$ cat src/rtl/rv_mc_ctrl_pkg.sv
// Shared types for the RV32I multi-cycle controller: FSM states, opcodes, ALU codes and mux selects.
// The optional illegal-instruction trap is enabled by defining RV_ILLEGAL_TRAP_EN.
package rv_ctrl_pkg;

    typedef enum logic [2:0] {
        ST_FETCH  = 3'd0,
        ST_DECODE = 3'd1,
        ST_EXEC   = 3'd2,
        ST_MEM    = 3'd3,
        ST_WB     = 3'd4,
        ST_TRAP   = 3'd5
    } state_t;

    localparam logic [6:0] OPC_LUI    = 7'b0110111;
    localparam logic [6:0] OPC_AUIPC  = 7'b0010111;
    localparam logic [6:0] OPC_JAL    = 7'b1101111;
    localparam logic [6:0] OPC_JALR   = 7'b1100111;
    localparam logic [6:0] OPC_BRANCH = 7'b1100011;
    localparam logic [6:0] OPC_LOAD   = 7'b0000011;
    localparam logic [6:0] OPC_STORE  = 7'b0100011;
    localparam logic [6:0] OPC_OPIMM  = 7'b0010011;
    localparam logic [6:0] OPC_OP     = 7'b0110011;
    localparam logic [6:0] OPC_FENCE  = 7'b0001111;
    localparam logic [6:0] OPC_SYSTEM = 7'b1110011;

    typedef enum logic [3:0] {
        ALU_ADD   = 4'd0,
        ALU_SUB   = 4'd1,
        ALU_SLL   = 4'd2,
        ALU_SLT   = 4'd3,
        ALU_SLTU  = 4'd4,
        ALU_XOR   = 4'd5,
        ALU_SRL   = 4'd6,
        ALU_SRA   = 4'd7,
        ALU_OR    = 4'd8,
        ALU_AND   = 4'd9,
        ALU_PASSB = 4'd10
    } alu_op_t;

    typedef enum logic [2:0] {
        IMM_I = 3'd0,
        IMM_S = 3'd1,
        IMM_B = 3'd2,
        IMM_U = 3'd3,
        IMM_J = 3'd4
    } imm_sel_t;

    typedef enum logic [1:0] {
        PC_PLUS4 = 2'd0,
        PC_REL   = 2'd1,
        PC_JALR  = 2'd2
    } pc_src_t;

    typedef enum logic [1:0] {
        WB_ALU  = 2'd0,
        WB_LOAD = 2'd1,
        WB_PC4  = 2'd2
    } wb_src_t;

    // Instruction class as seen by the sequencer; CLS_ILL covers any unrecognised encoding.
    typedef enum logic [3:0] {
        CLS_ALU    = 4'd0,
        CLS_LUI    = 4'd1,
        CLS_AUIPC  = 4'd2,
        CLS_LOAD   = 4'd3,
        CLS_STORE  = 4'd4,
        CLS_BRANCH = 4'd5,
        CLS_JAL    = 4'd6,
        CLS_JALR   = 4'd7,
        CLS_NOP    = 4'd8,
        CLS_ILL    = 4'd9
    } cls_t;

    function automatic alu_op_t alu_from_f3(input logic [2:0] f3, input logic alt);
        case (f3)
            3'b000:  return alt ? ALU_SUB : ALU_ADD;
            3'b001:  return ALU_SLL;
            3'b010:  return ALU_SLT;
            3'b011:  return ALU_SLTU;
            3'b100:  return ALU_XOR;
            3'b101:  return alt ? ALU_SRA : ALU_SRL;
            3'b110:  return ALU_OR;
            default: return ALU_AND;
        endcase
    endfunction

    function automatic alu_op_t alu_for_branch(input logic [2:0] f3);
        case (f3[2:1])
            2'b10:   return ALU_SLT;
            2'b11:   return ALU_SLTU;
            default: return ALU_SUB;
        endcase
    endfunction

endpackage

$ cat src/rtl/rv_mc_ctrl_if.sv
// Controller <-> datapath/memory bundle; master is the sequencer, slave is the datapath side.
interface rv_mc_ctrl_if #(
    parameter int CNT_W = 32
);
    logic [31:0]      instr;
    logic             br_taken;
    logic             imem_ready;
    logic             dmem_ready;
    logic             imem_req;
    logic             ir_we;
    logic             pc_we;
    logic [1:0]       pc_src;
    logic [3:0]       alu_op;
    logic             alu_a_src;
    logic             alu_b_src;
    logic [2:0]       imm_sel;
    logic             dmem_req;
    logic             dmem_we;
    logic [1:0]       dmem_size;
    logic             rf_we;
    logic [1:0]       wb_src;
    logic             retire;
    logic [CNT_W-1:0] instret;
    logic             illegal;

    modport master (
        input  instr, br_taken, imem_ready, dmem_ready,
        output imem_req, ir_we, pc_we, pc_src, alu_op, alu_a_src, alu_b_src, imm_sel,
               dmem_req, dmem_we, dmem_size, rf_we, wb_src, retire, instret, illegal
    );

    modport slave (
        output instr, br_taken, imem_ready, dmem_ready,
        input  imem_req, ir_we, pc_we, pc_src, alu_op, alu_a_src, alu_b_src, imm_sel,
               dmem_req, dmem_we, dmem_size, rf_we, wb_src, retire, instret, illegal
    );
endinterface

$ cat src/rtl/rv_mc_ctrl_alu_dec.sv
// Combinational decode of opcode/funct3/funct7[5] into ALU op, immediate format, operand selects and class.
module rv_alu_dec
    import rv_ctrl_pkg::*;
(
    input  logic [6:0] i_opcode,
    input  logic [2:0] i_funct3,
    input  logic       i_funct7_5,
    output alu_op_t    o_alu_op,
    output imm_sel_t   o_imm_sel,
    output logic       o_a_src,
    output logic       o_b_src,
    output cls_t       o_cls
);

    always_comb begin
        o_alu_op  = ALU_ADD;
        o_imm_sel = IMM_I;
        o_a_src   = 1'b0;
        o_b_src   = 1'b0;
        o_cls     = CLS_ILL;
        // Full 7-bit compare, so any encoding with instr[1:0] != 2'b11 lands in default.
        case (i_opcode)
            OPC_OP: begin
                o_alu_op = alu_from_f3(i_funct3, i_funct7_5);
                o_cls    = CLS_ALU;
            end
            OPC_OPIMM: begin
                o_alu_op = alu_from_f3(i_funct3, i_funct7_5 & (i_funct3 == 3'b101));
                o_b_src  = 1'b1;
                o_cls    = CLS_ALU;
            end
            OPC_LUI: begin
                o_alu_op  = ALU_PASSB;
                o_imm_sel = IMM_U;
                o_b_src   = 1'b1;
                o_cls     = CLS_LUI;
            end
            OPC_AUIPC: begin
                o_imm_sel = IMM_U;
                o_a_src   = 1'b1;
                o_b_src   = 1'b1;
                o_cls     = CLS_AUIPC;
            end
            OPC_LOAD: begin
                o_b_src = 1'b1;
                o_cls   = CLS_LOAD;
            end
            OPC_STORE: begin
                o_imm_sel = IMM_S;
                o_b_src   = 1'b1;
                o_cls     = CLS_STORE;
            end
            OPC_BRANCH: begin
                o_alu_op  = alu_for_branch(i_funct3);
                o_imm_sel = IMM_B;
                o_cls     = CLS_BRANCH;
            end
            OPC_JAL: begin
                o_imm_sel = IMM_J;
                o_a_src   = 1'b1;
                o_b_src   = 1'b1;
                o_cls     = CLS_JAL;
            end
            OPC_JALR: begin
                o_b_src = 1'b1;
                o_cls   = CLS_JALR;
            end
            OPC_FENCE, OPC_SYSTEM: begin
                o_cls = CLS_NOP;
            end
            default: ;
        endcase
    end

endmodule

$ cat src/rtl/rv_mc_ctrl.sv
// Multi-cycle RV32I control sequencer with retired-instruction counter.
// Define RV_ILLEGAL_TRAP_EN to trap unknown encodings; otherwise they retire as NOPs.
//
//   state  | meaning
//   FETCH  | imem_req high until imem_ready; accept loads IR and PC+4
//   DECODE | decode IR into ALU op / selects (valid from EXEC on)
//   EXEC   | ALU op; branch/jump PC update; branch and NOP retire here
//   MEM    | dmem_req held until dmem_ready; store retires here
//   WB     | register-file write; retire
//   TRAP   | illegal instruction, left only by reset
module rv_mc_ctrl
    import rv_ctrl_pkg::*;
#(
    parameter int CNT_W = 32
) (
    input  logic         clk,
    input  logic         reset,
    rv_mc_ctrl_if.master bus
);

    state_t             r_state;
    cls_t               r_cls;
    alu_op_t            r_alu_op;
    imm_sel_t           r_imm_sel;
    logic               r_a_src;
    logic               r_b_src;
    pc_src_t            r_pc_src;
    logic               r_pc_we_ex;
    logic               r_br_ex;
    logic               r_ret_ex;
    logic               r_imem_req;
    logic               r_dmem_req;
    logic               r_dmem_we;
    logic [1:0]         r_dmem_size;
    logic               r_rf_we;
    wb_src_t            r_wb_src;
    logic [CNT_W-1:0]   r_instret;
`ifdef RV_ILLEGAL_TRAP_EN
    logic               r_illegal;
`endif

    alu_op_t            w_alu_op;
    imm_sel_t           w_imm_sel;
    logic               w_a_src;
    logic               w_b_src;
    cls_t               w_cls;
    logic               w_fetch_acc;
    logic               w_retire;
    logic               w_unused;

    rv_alu_dec u_dec (
        .i_opcode   (bus.instr[6:0]),
        .i_funct3   (bus.instr[14:12]),
        .i_funct7_5 (bus.instr[30]),
        .o_alu_op   (w_alu_op),
        .o_imm_sel  (w_imm_sel),
        .o_a_src    (w_a_src),
        .o_b_src    (w_b_src),
        .o_cls      (w_cls)
    );

    assign w_unused = ^{bus.instr[31], bus.instr[29:15]};

    // Ready-qualified strobes act in the same cycle the handshake completes.
    assign w_fetch_acc = r_imem_req & bus.imem_ready;
    assign w_retire    = (r_state == ST_WB) | r_ret_ex
                       | ((r_state == ST_MEM) & (r_cls == CLS_STORE) & bus.dmem_ready);

    always_ff @(posedge clk) begin
        if (reset) begin
            r_state     <= ST_FETCH;
            r_cls       <= CLS_NOP;
            r_alu_op    <= ALU_ADD;
            r_imm_sel   <= IMM_I;
            r_a_src     <= 1'b0;
            r_b_src     <= 1'b0;
            r_pc_src    <= PC_PLUS4;
            r_pc_we_ex  <= 1'b0;
            r_br_ex     <= 1'b0;
            r_ret_ex    <= 1'b0;
            r_imem_req  <= 1'b0;
            r_dmem_req  <= 1'b0;
            r_dmem_we   <= 1'b0;
            r_dmem_size <= 2'd0;
            r_rf_we     <= 1'b0;
            r_wb_src    <= WB_ALU;
            r_instret   <= '0;
`ifdef RV_ILLEGAL_TRAP_EN
            r_illegal   <= 1'b0;
`endif
        end else begin
            if (w_retire) begin
                r_instret <= r_instret + {{(CNT_W-1){1'b0}}, 1'b1};
            end
            case (r_state)
                ST_FETCH: begin
                    // First cycle out of reset has no request yet; raise it here.
                    if (!r_imem_req) begin
                        r_imem_req <= 1'b1;
                    end else if (bus.imem_ready) begin
                        r_imem_req <= 1'b0;
                        r_state    <= ST_DECODE;
                    end
                end
                ST_DECODE: begin
                    r_cls     <= w_cls;
                    r_alu_op  <= w_alu_op;
                    r_imm_sel <= w_imm_sel;
                    r_a_src   <= w_a_src;
                    r_b_src   <= w_b_src;
                    r_state   <= ST_EXEC;
                    case (w_cls)
                        CLS_BRANCH: begin
                            r_br_ex  <= 1'b1;
                            r_pc_src <= PC_REL;
                            r_ret_ex <= 1'b1;
                        end
                        CLS_JAL: begin
                            r_pc_we_ex <= 1'b1;
                            r_pc_src   <= PC_REL;
                        end
                        CLS_JALR: begin
                            r_pc_we_ex <= 1'b1;
                            r_pc_src   <= PC_JALR;
                        end
                        CLS_NOP: begin
                            r_ret_ex <= 1'b1;
                        end
                        CLS_ILL: begin
`ifdef RV_ILLEGAL_TRAP_EN
                            r_state   <= ST_TRAP;
                            r_illegal <= 1'b1;
                            r_alu_op  <= ALU_ADD;
                            r_imm_sel <= IMM_I;
                            r_a_src   <= 1'b0;
                            r_b_src   <= 1'b0;
`else
                            r_ret_ex  <= 1'b1;
`endif
                        end
                        default: ;
                    endcase
                end
                ST_EXEC: begin
                    r_br_ex    <= 1'b0;
                    r_pc_we_ex <= 1'b0;
                    r_pc_src   <= PC_PLUS4;
                    r_ret_ex   <= 1'b0;
                    case (r_cls)
                        CLS_LOAD, CLS_STORE: begin
                            r_state     <= ST_MEM;
                            r_dmem_req  <= 1'b1;
                            r_dmem_we   <= (r_cls == CLS_STORE);
                            r_dmem_size <= bus.instr[13:12];
                        end
                        CLS_BRANCH, CLS_NOP, CLS_ILL: begin
                            r_state    <= ST_FETCH;
                            r_imem_req <= 1'b1;
                        end
                        default: begin
                            r_state  <= ST_WB;
                            r_rf_we  <= (bus.instr[11:7] != 5'd0);
                            r_wb_src <= ((r_cls == CLS_JAL) || (r_cls == CLS_JALR)) ? WB_PC4 : WB_ALU;
                        end
                    endcase
                end
                ST_MEM: begin
                    if (bus.dmem_ready) begin
                        r_dmem_req  <= 1'b0;
                        r_dmem_we   <= 1'b0;
                        r_dmem_size <= 2'd0;
                        if (r_cls == CLS_STORE) begin
                            r_state    <= ST_FETCH;
                            r_imem_req <= 1'b1;
                        end else begin
                            r_state  <= ST_WB;
                            r_rf_we  <= (bus.instr[11:7] != 5'd0);
                            r_wb_src <= WB_LOAD;
                        end
                    end
                end
                ST_WB: begin
                    r_rf_we    <= 1'b0;
                    r_wb_src   <= WB_ALU;
                    r_state    <= ST_FETCH;
                    r_imem_req <= 1'b1;
                end
                default: ;
            endcase
        end
    end

    assign bus.imem_req  = r_imem_req;
    assign bus.ir_we     = w_fetch_acc;
    assign bus.pc_we     = w_fetch_acc | r_pc_we_ex | (r_br_ex & bus.br_taken);
    assign bus.pc_src    = r_pc_src;
    assign bus.alu_op    = r_alu_op;
    assign bus.alu_a_src = r_a_src;
    assign bus.alu_b_src = r_b_src;
    assign bus.imm_sel   = r_imm_sel;
    assign bus.dmem_req  = r_dmem_req;
    assign bus.dmem_we   = r_dmem_we;
    assign bus.dmem_size = r_dmem_size;
    assign bus.rf_we     = r_rf_we;
    assign bus.wb_src    = r_wb_src;
    assign bus.retire    = w_retire;
    assign bus.instret   = r_instret;
`ifdef RV_ILLEGAL_TRAP_EN
    assign bus.illegal   = r_illegal;
`else
    assign bus.illegal   = 1'b0;
`endif

endmodule
$ cat src/flat_wrapper.sv
// flat-port wrapper written by rule: the top's interface ports become plain ports
module rv_mc_ctrl_flat import rv_ctrl_pkg::*;
#(
    parameter int CNT_W = 32
)
  (clk, reset, bus_instr, bus_br_taken, bus_imem_ready, bus_dmem_ready, bus_imem_req, bus_ir_we, bus_pc_we, bus_pc_src, bus_alu_op, bus_alu_a_src, bus_alu_b_src, bus_imm_sel, bus_dmem_req, bus_dmem_we, bus_dmem_size, bus_rf_we, bus_wb_src, bus_retire, bus_instret, bus_illegal);
  rv_mc_ctrl_if #(.CNT_W(CNT_W)) bus_i ();
  input  logic clk;
  input  logic reset;
  input wire logic [$bits(bus_i.instr)-1:0] bus_instr;
  input wire logic [$bits(bus_i.br_taken)-1:0] bus_br_taken;
  input wire logic [$bits(bus_i.imem_ready)-1:0] bus_imem_ready;
  input wire logic [$bits(bus_i.dmem_ready)-1:0] bus_dmem_ready;
  output wire logic [$bits(bus_i.imem_req)-1:0] bus_imem_req;
  output wire logic [$bits(bus_i.ir_we)-1:0] bus_ir_we;
  output wire logic [$bits(bus_i.pc_we)-1:0] bus_pc_we;
  output wire logic [$bits(bus_i.pc_src)-1:0] bus_pc_src;
  output wire logic [$bits(bus_i.alu_op)-1:0] bus_alu_op;
  output wire logic [$bits(bus_i.alu_a_src)-1:0] bus_alu_a_src;
  output wire logic [$bits(bus_i.alu_b_src)-1:0] bus_alu_b_src;
  output wire logic [$bits(bus_i.imm_sel)-1:0] bus_imm_sel;
  output wire logic [$bits(bus_i.dmem_req)-1:0] bus_dmem_req;
  output wire logic [$bits(bus_i.dmem_we)-1:0] bus_dmem_we;
  output wire logic [$bits(bus_i.dmem_size)-1:0] bus_dmem_size;
  output wire logic [$bits(bus_i.rf_we)-1:0] bus_rf_we;
  output wire logic [$bits(bus_i.wb_src)-1:0] bus_wb_src;
  output wire logic [$bits(bus_i.retire)-1:0] bus_retire;
  output wire logic [$bits(bus_i.instret)-1:0] bus_instret;
  output wire logic [$bits(bus_i.illegal)-1:0] bus_illegal;
  assign bus_i.instr = bus_instr;
  assign bus_i.br_taken = bus_br_taken;
  assign bus_i.imem_ready = bus_imem_ready;
  assign bus_i.dmem_ready = bus_dmem_ready;
  assign bus_imem_req = bus_i.imem_req;
  assign bus_ir_we = bus_i.ir_we;
  assign bus_pc_we = bus_i.pc_we;
  assign bus_pc_src = bus_i.pc_src;
  assign bus_alu_op = bus_i.alu_op;
  assign bus_alu_a_src = bus_i.alu_a_src;
  assign bus_alu_b_src = bus_i.alu_b_src;
  assign bus_imm_sel = bus_i.imm_sel;
  assign bus_dmem_req = bus_i.dmem_req;
  assign bus_dmem_we = bus_i.dmem_we;
  assign bus_dmem_size = bus_i.dmem_size;
  assign bus_rf_we = bus_i.rf_we;
  assign bus_wb_src = bus_i.wb_src;
  assign bus_retire = bus_i.retire;
  assign bus_instret = bus_i.instret;
  assign bus_illegal = bus_i.illegal;
  rv_mc_ctrl #(.CNT_W(CNT_W)) u_core (.clk(clk), .reset(reset), .bus(bus_i));
endmodule
$ cat config.mk
export PLATFORM = sky130hd
export DESIGN_NAME = rv_mc_ctrl_flat
export DESIGN_NICKNAME = d
export VERILOG_FILES = /design/src/rtl/rv_mc_ctrl_pkg.sv /design/src/rtl/rv_mc_ctrl_if.sv /design/src/rtl/rv_mc_ctrl_alu_dec.sv /design/src/rtl/rv_mc_ctrl.sv /design/src/flat_wrapper.sv
export SDC_FILE = /design/constraint.sdc
export NUM_CORES = 1
export LEC_CHECK = 0
export CORE_ASPECT_RATIO = 2
export CORE_MARGIN = 2
export CORE_UTILIZATION = 51
export CTS_CLUSTER_DIAMETER = 40
export DETAILED_ROUTE_END_ITERATION = 12
export PLACE_DENSITY = 0.85
export SYNTH_ARGS = -nofsm -noshare
export SYNTH_HDL_FRONTEND = slang
export SYNTH_SLANG_ARGS = --single-unit
$ cat constraint.sdc
create_clock -name clk -period 5.3 [get_ports clk]
set_input_delay 1.325 -clock clk [delete_from_list [all_inputs] [get_ports clk]]
set_output_delay 1.325 -clock clk [all_outputs]
set_load 0.01 [all_outputs]
======== Yosys cells after proc, flatten, opt, wreduce, memory -nomap -nowiden ========
Cells that the tools add are included.
word-level totals
  register bits ........................... 61
  input bits .............................. 37
  output and inout port bits .............. 55
  logic and storage cells ................. 151
cells by class
  add/subtract/negate cells ............... 1
  equal/unequal tests ..................... 47
  multiplexer cells ....................... 49
  bitwise gates (word level) .............. 9
  reduce and logical (&&, ||, !) cells .... 28
operators with widths
  cell                     number
  $pmux W4 S7              2
  $pmux W4 S9              1
  $add A32 B1 Y32 const B  1
  $eq A4 B3 Y1 const B     7
  $eq A7 B7 Y1 const B     4
  $eq A7 B6 Y1 const B     3
  $mux W1                  20
  $eq A4 B4 Y1 const B     4
  $pmux W4 S4              1
  $pmux W3 S5              1
  $eq A7 B5 Y1 const B     2
  $ne A2 B2 Y1 const B     7
  $reduce_or A2 Y1         7
  $eq A3 B2 Y1 const B     4
  $eq A3 B3 Y1 const B     4
  $mux W2                  6
  $mux W3                  4
  $pmux W2 S2              3
  $pmux W3 S2              2
  $pmux W3 S4              1
  $reduce_and A4 Y1        3
  $pmux W1 S2              5
  $reduce_bool A5 Y1       2
  $ne A2 B1 Y1 const B     4
  21 further kinds         36

======== Logic depth before layout (Yosys ltp) ========
  word-level depth ........................ 7
  gate-level depth with buffers ........... 7
  gate-level depth less buffers ........... 6

======== By module ========
From an unflattened synthesis, not the netlist that was laid out.
second synthesis, totals
  cells, all modules ...................... 411
  area total of the unflattened synthesis .. 3377.0 um^2
modules (own cells, without submodules)
  module      instances  cells each  area each (um^2)  sequential area each (um^2)
  rv_mc_ctrl  1          345         2977.9            1221.2
  rv_alu_dec  1          66          399.1             0.0

======== Worst setup path after synthesis ========
OpenSTA, ideal clock, no wires.
  path kind ............................... in2out
  start point ............................. input port bus_dmem_ready
  end point ............................... output port bus_retire
  data arrival time ....................... 2.006 ns
  data required time ...................... 3.975 ns
  slack ................................... 1.969 ns
  cell stages on the path ................. 4
  buffers on the path ..................... 1
  cell sequence ........................... and4b_1 -> a211oi_2 -> buf_6 -> inv_1
between the ends
  longest elaborated chain between the ends .. 2
RTL lines
  item           line                RTL
  from (decl)    flat_wrapper.sv:13  input wire logic [$bits(bus_i.dmem_ready)-1:0] bus_dmem_ready;
  $and A1 B1 Y1  rv_mc_ctrl.sv:67    | ((r_state == ST_MEM) & (r_cls == CLS_STORE) & bus.dmem_ready);
  $or A1 B1 Y1   rv_mc_ctrl.sv:67
  to (decl)      flat_wrapper.sv:27  output wire logic [$bits(bus_i.retire)-1:0] bus_retire;
Every way passes these cells.

======== Worst setup path in the final report ========
Same ends and word-level chain as after synthesis.

==> summary.md <==
Global route
* largest net degree at the start of global routing: 60
* routing usage on met3: 5.51%
* vias in the first global route: 2956
* met1 track demand over resource in global routing: 26.2%
* GRT Residual Overflow: 0
* global-route wire length before repair: 13300 um
* antenna violations before repair: 0
* busiest metal layer after global routing: met2
* overall routing resource usage: 25.0%
* grt met2 use: 44.5%

Critical path
* ordered cell list for the critical path: clkdlybuf4s50_1 > and4b_1 > a211oi_2 > inv_1 > clkdlybuf4s50_1
* Buf/Inv on CP: 3
* WP data arrival: 2.96 ns
* Critical Setup Path Class: input pin to output pin
* CP required: 3.97 ns
* CP Capture Type: output pin
* Crit Path Max Fanout: 6
* Critical Path Most Common Cell: clkdlybuf4s50_1
* CP Launch Type: input pin
* worst stage delay on the critical path: 0.51 ns
* delay-heaviest family, CP: buffers and inverters
* setup slack, reg-to-reg: 2.73 ns
* number of cells on the worst reg-to-reg path: 6
* end of the worst register-to-register path: u_core.bus.instret[24]
* CP max stage cell: clkdlybuf4s50_1
* Worst setup startpoint: bus_dmem_ready
* reg2reg start: u_core.r_state[2]

STA
* worst-case clock skew: 0.00602 ns
* endpoints failing hold: 0
* Tmin final: 4.29 ns
* setup repair after global routing missed its margin: false
* Worst Tran Pin Value: 0.774 ns
* setup tns final: 0 ns
* maximum clock frequency: 233 MHz
* Setup violations, final: 0
* share of the clock period used by the worst path after layout: 80.9%
* number of slew-limit violations in the final report: 0
* Slew headroom: 48.3%

Worst hold path
* Worst Hold Class: flip-flop to flip-flop
* critical hold path startpoint: u_core.bus.wb_src[1]
* Endpoint, Worst Hold: u_core.bus.wb_src[1]
* WHS Path Cells: 2

Flow run
* Maximum Capacitance Violations: 0

Finish
* post-route standard cell area excluding fillers: 4160 um2
* nets@finish: 500
* post-route core utilization: 69.2%
* area of the multi-input gates: 1790 um2
* Diodes inserted: 0
* area taken by flip-flops and latches: 1220 um2
* area delta synth->final: 31.6%
* non-filler instance count after layout: 528
* number of fill cells: 487
* fraction of layout cells with a size suffix above 1: 5.38%

Outcome
* result of the run: finished, final reports clean

Placement
* total placed cells including tap cells: 514
* IO Port Bufs: 74
* final estimated routing congestion in global placement: 0.906
* Cell Area, Placed: 3890 um2
* DP HPWL: 5750 um

Yosys
* Netlist cell types: 54
* Synth Area per Inst: 7.96 um2
* post-synthesis sequential area ratio: 38.7%
* xor/xnor share of the synthesized area: 5.54%
* cell types with the largest area share after synthesis: dfxtp_1 39%, a21oi_1 6.3%, nor2_1 5.2%, xnor2_1 4.4%, nand2_1 4.3%
* syn_nets: 435
* post-synthesis cell area: 3160 um2
* Yosys top cell area share: 38.7%
* post-synthesis sequential element count: 61
* multiplexer share of the synthesized area: 0%
* area share of and/or/nand/nor cells after synthesis: 31.6%
* cell with the most instances after synthesis: dfxtp_1
* most common library cells after synthesis: 61 x dfxtp_1, 44 x nor2_1, 40 x a21oi_1
* leading area contributor after synthesis: dfxtp_1
* number of synthesis warnings: 0
* Post-Synth Adder-Cell Area: 0.396%
* async set-reset flop share out of synthesis: 0%
* Post-Synthesis Cells: 397
* Post-synth top flop: dfxtp_1
* count of flip-flops with a built-in enable after synthesis: 0
* largest family of logic cells by synthesized area: simple AND/OR/NAND/NOR gates
* Compound-Gate Fraction of Synth Area: 18.9%

Clock network
* source-to-sink clock delay at the later pin of the worst-skew pair: 0.33 ns
* post-cts hold buffer count: 0
* number of clock sinks: 61
* post-CTS sizing: 0
* worst-case clock buffer depth: 2
* clock tree from TritonCTS: done
* Num CTS Buffers: 9
* Setup Buffers After CTS: 0
* clock-pin slew on the worst setup and hold paths: 0.05 ns
* root cell of the clock tree: clkbuf_16
* H-tree level count: 3

Die
* die height: 115 um
* FP Rows: 40
* horizontal die dimension: 59.7 um
* core area: 6010 um2
* effective utilization at floorplan: 52.6%
* count of pins on the block boundary: 92
* die outline area: 6880 um2

Pwr
* worst ir drop on vdd: 215 uV
* static power due to leakage: 0.00139 uW
* Power Dens Cells: 279 nW/um2

Drt
* post-detailed-route DRC marker count: 0
* Vias per Instance: 6.06
* first drt pass iteration count: 4
* Post-Route WL: 8210 um
* violation count after the first detailed-route iteration: 193
* per-cell routed wire length: 15.5 um
* number of vias after detailed routing: 3202
* number of nets with antenna violations after detailed routing: 0

[routing by layer]
| layer | wire, um | up-vias |
|---|---|---|
| met5 | 0 | - |
| met4 | 251 | 0 |
| met3 | 412 | 20 |
| met2 | 4470 | 112 |
| met1 | 3070 | 1504 |
| li1 | - | 1566 |
[cell usage in the layout (no fill, tap or decap), drive strengths merged, types with 5 or more instances in the layout]
cell	count
nor2b	5
nor3	16
clkbuf	12
dfxtp	61
o21ai	17
nor3b	5
inv	12
nand3	15
o31ai	9
xnor2	16
nor2	44
a21oi	40
nand4	8
nor4	5
clkdlybuf4s50	73
nand3b	5
nand2	36
or4	11
or3	6
a211oi	9
[worst register-to-register path, cell delays in order (launching register included)]
cell	delay [ns]
dfxtp_1	0.59
nor3b_2	0.40
a211oi_2	0.10
buf_4	0.23
or3_1	0.56
or4_1	0.46
a21oi_1	0.15
[stage by stage]
stage | hold WS [ns] | total power [uW] | worst slack [ns]
floorplan | 0.438 | 585 | 1.97
global placement | 0.440 | 639 | 1.03
detailed placement | 0.451 | 643 | 1.01
CTS | 0.459 | 1160 | 1.01
global route | 0.474 | 1200 | 0.973
finish | 0.459 | 1160 | 1.01
[state kept, by name, summed over array words and instances, names as in the netlist, 2 cells and up]
signal	count
u_core.r_state	3
u_core.r_cls	4
u_core.bus.pc_src	2
u_core.bus.instret	32
u_core.bus.imm_sel	3
u_core.bus.dmem_size	2
u_core.bus.wb_src	2
u_core.bus.alu_op	4
[final cells by class]
| class | instances | area share, % |
|---|---|---|
| multi-input combinational | 301 | 43.0 |
| sequential | 61 | 29.4 |
| timing repair buffer | 77 | 18.2 |
| clock buffer | 12 | 6.17 |
| tap | 63 | 1.90 |
| inverter | 12 | 1.08 |
| clock inverter | 2 | 0.241 |
[cell families after synthesis]
kind of cell	Yosys count
AO/OA/AOI/OAI	96
XOR/XNOR	20
adder cells (fa/ha/maj)	1
buffers and inverters	35
flip-flops	61
other	1
AND/OR/NAND/NOR	183
[worst max-delay path by stage]
stage,to,slack [ns],cells past startpoint
5_1_grt,bus_retire,0.97,5
6_report,bus_retire,1.01,5
3_3_place_gp,bus_retire,1.03,5
3_5_place_dp,bus_retire,1.01,5
2_1_floorplan,bus_retire,1.97,4
4_1_cts,bus_retire,1.01,5
[power breakdown]
part | switching (uW) | internal [uW]
combinational | 79.3 | 64.8
sequential | 19.1 | 474
clock | 189 | 334
total | 288 | 872
Power figures use the tool's default switching activity.
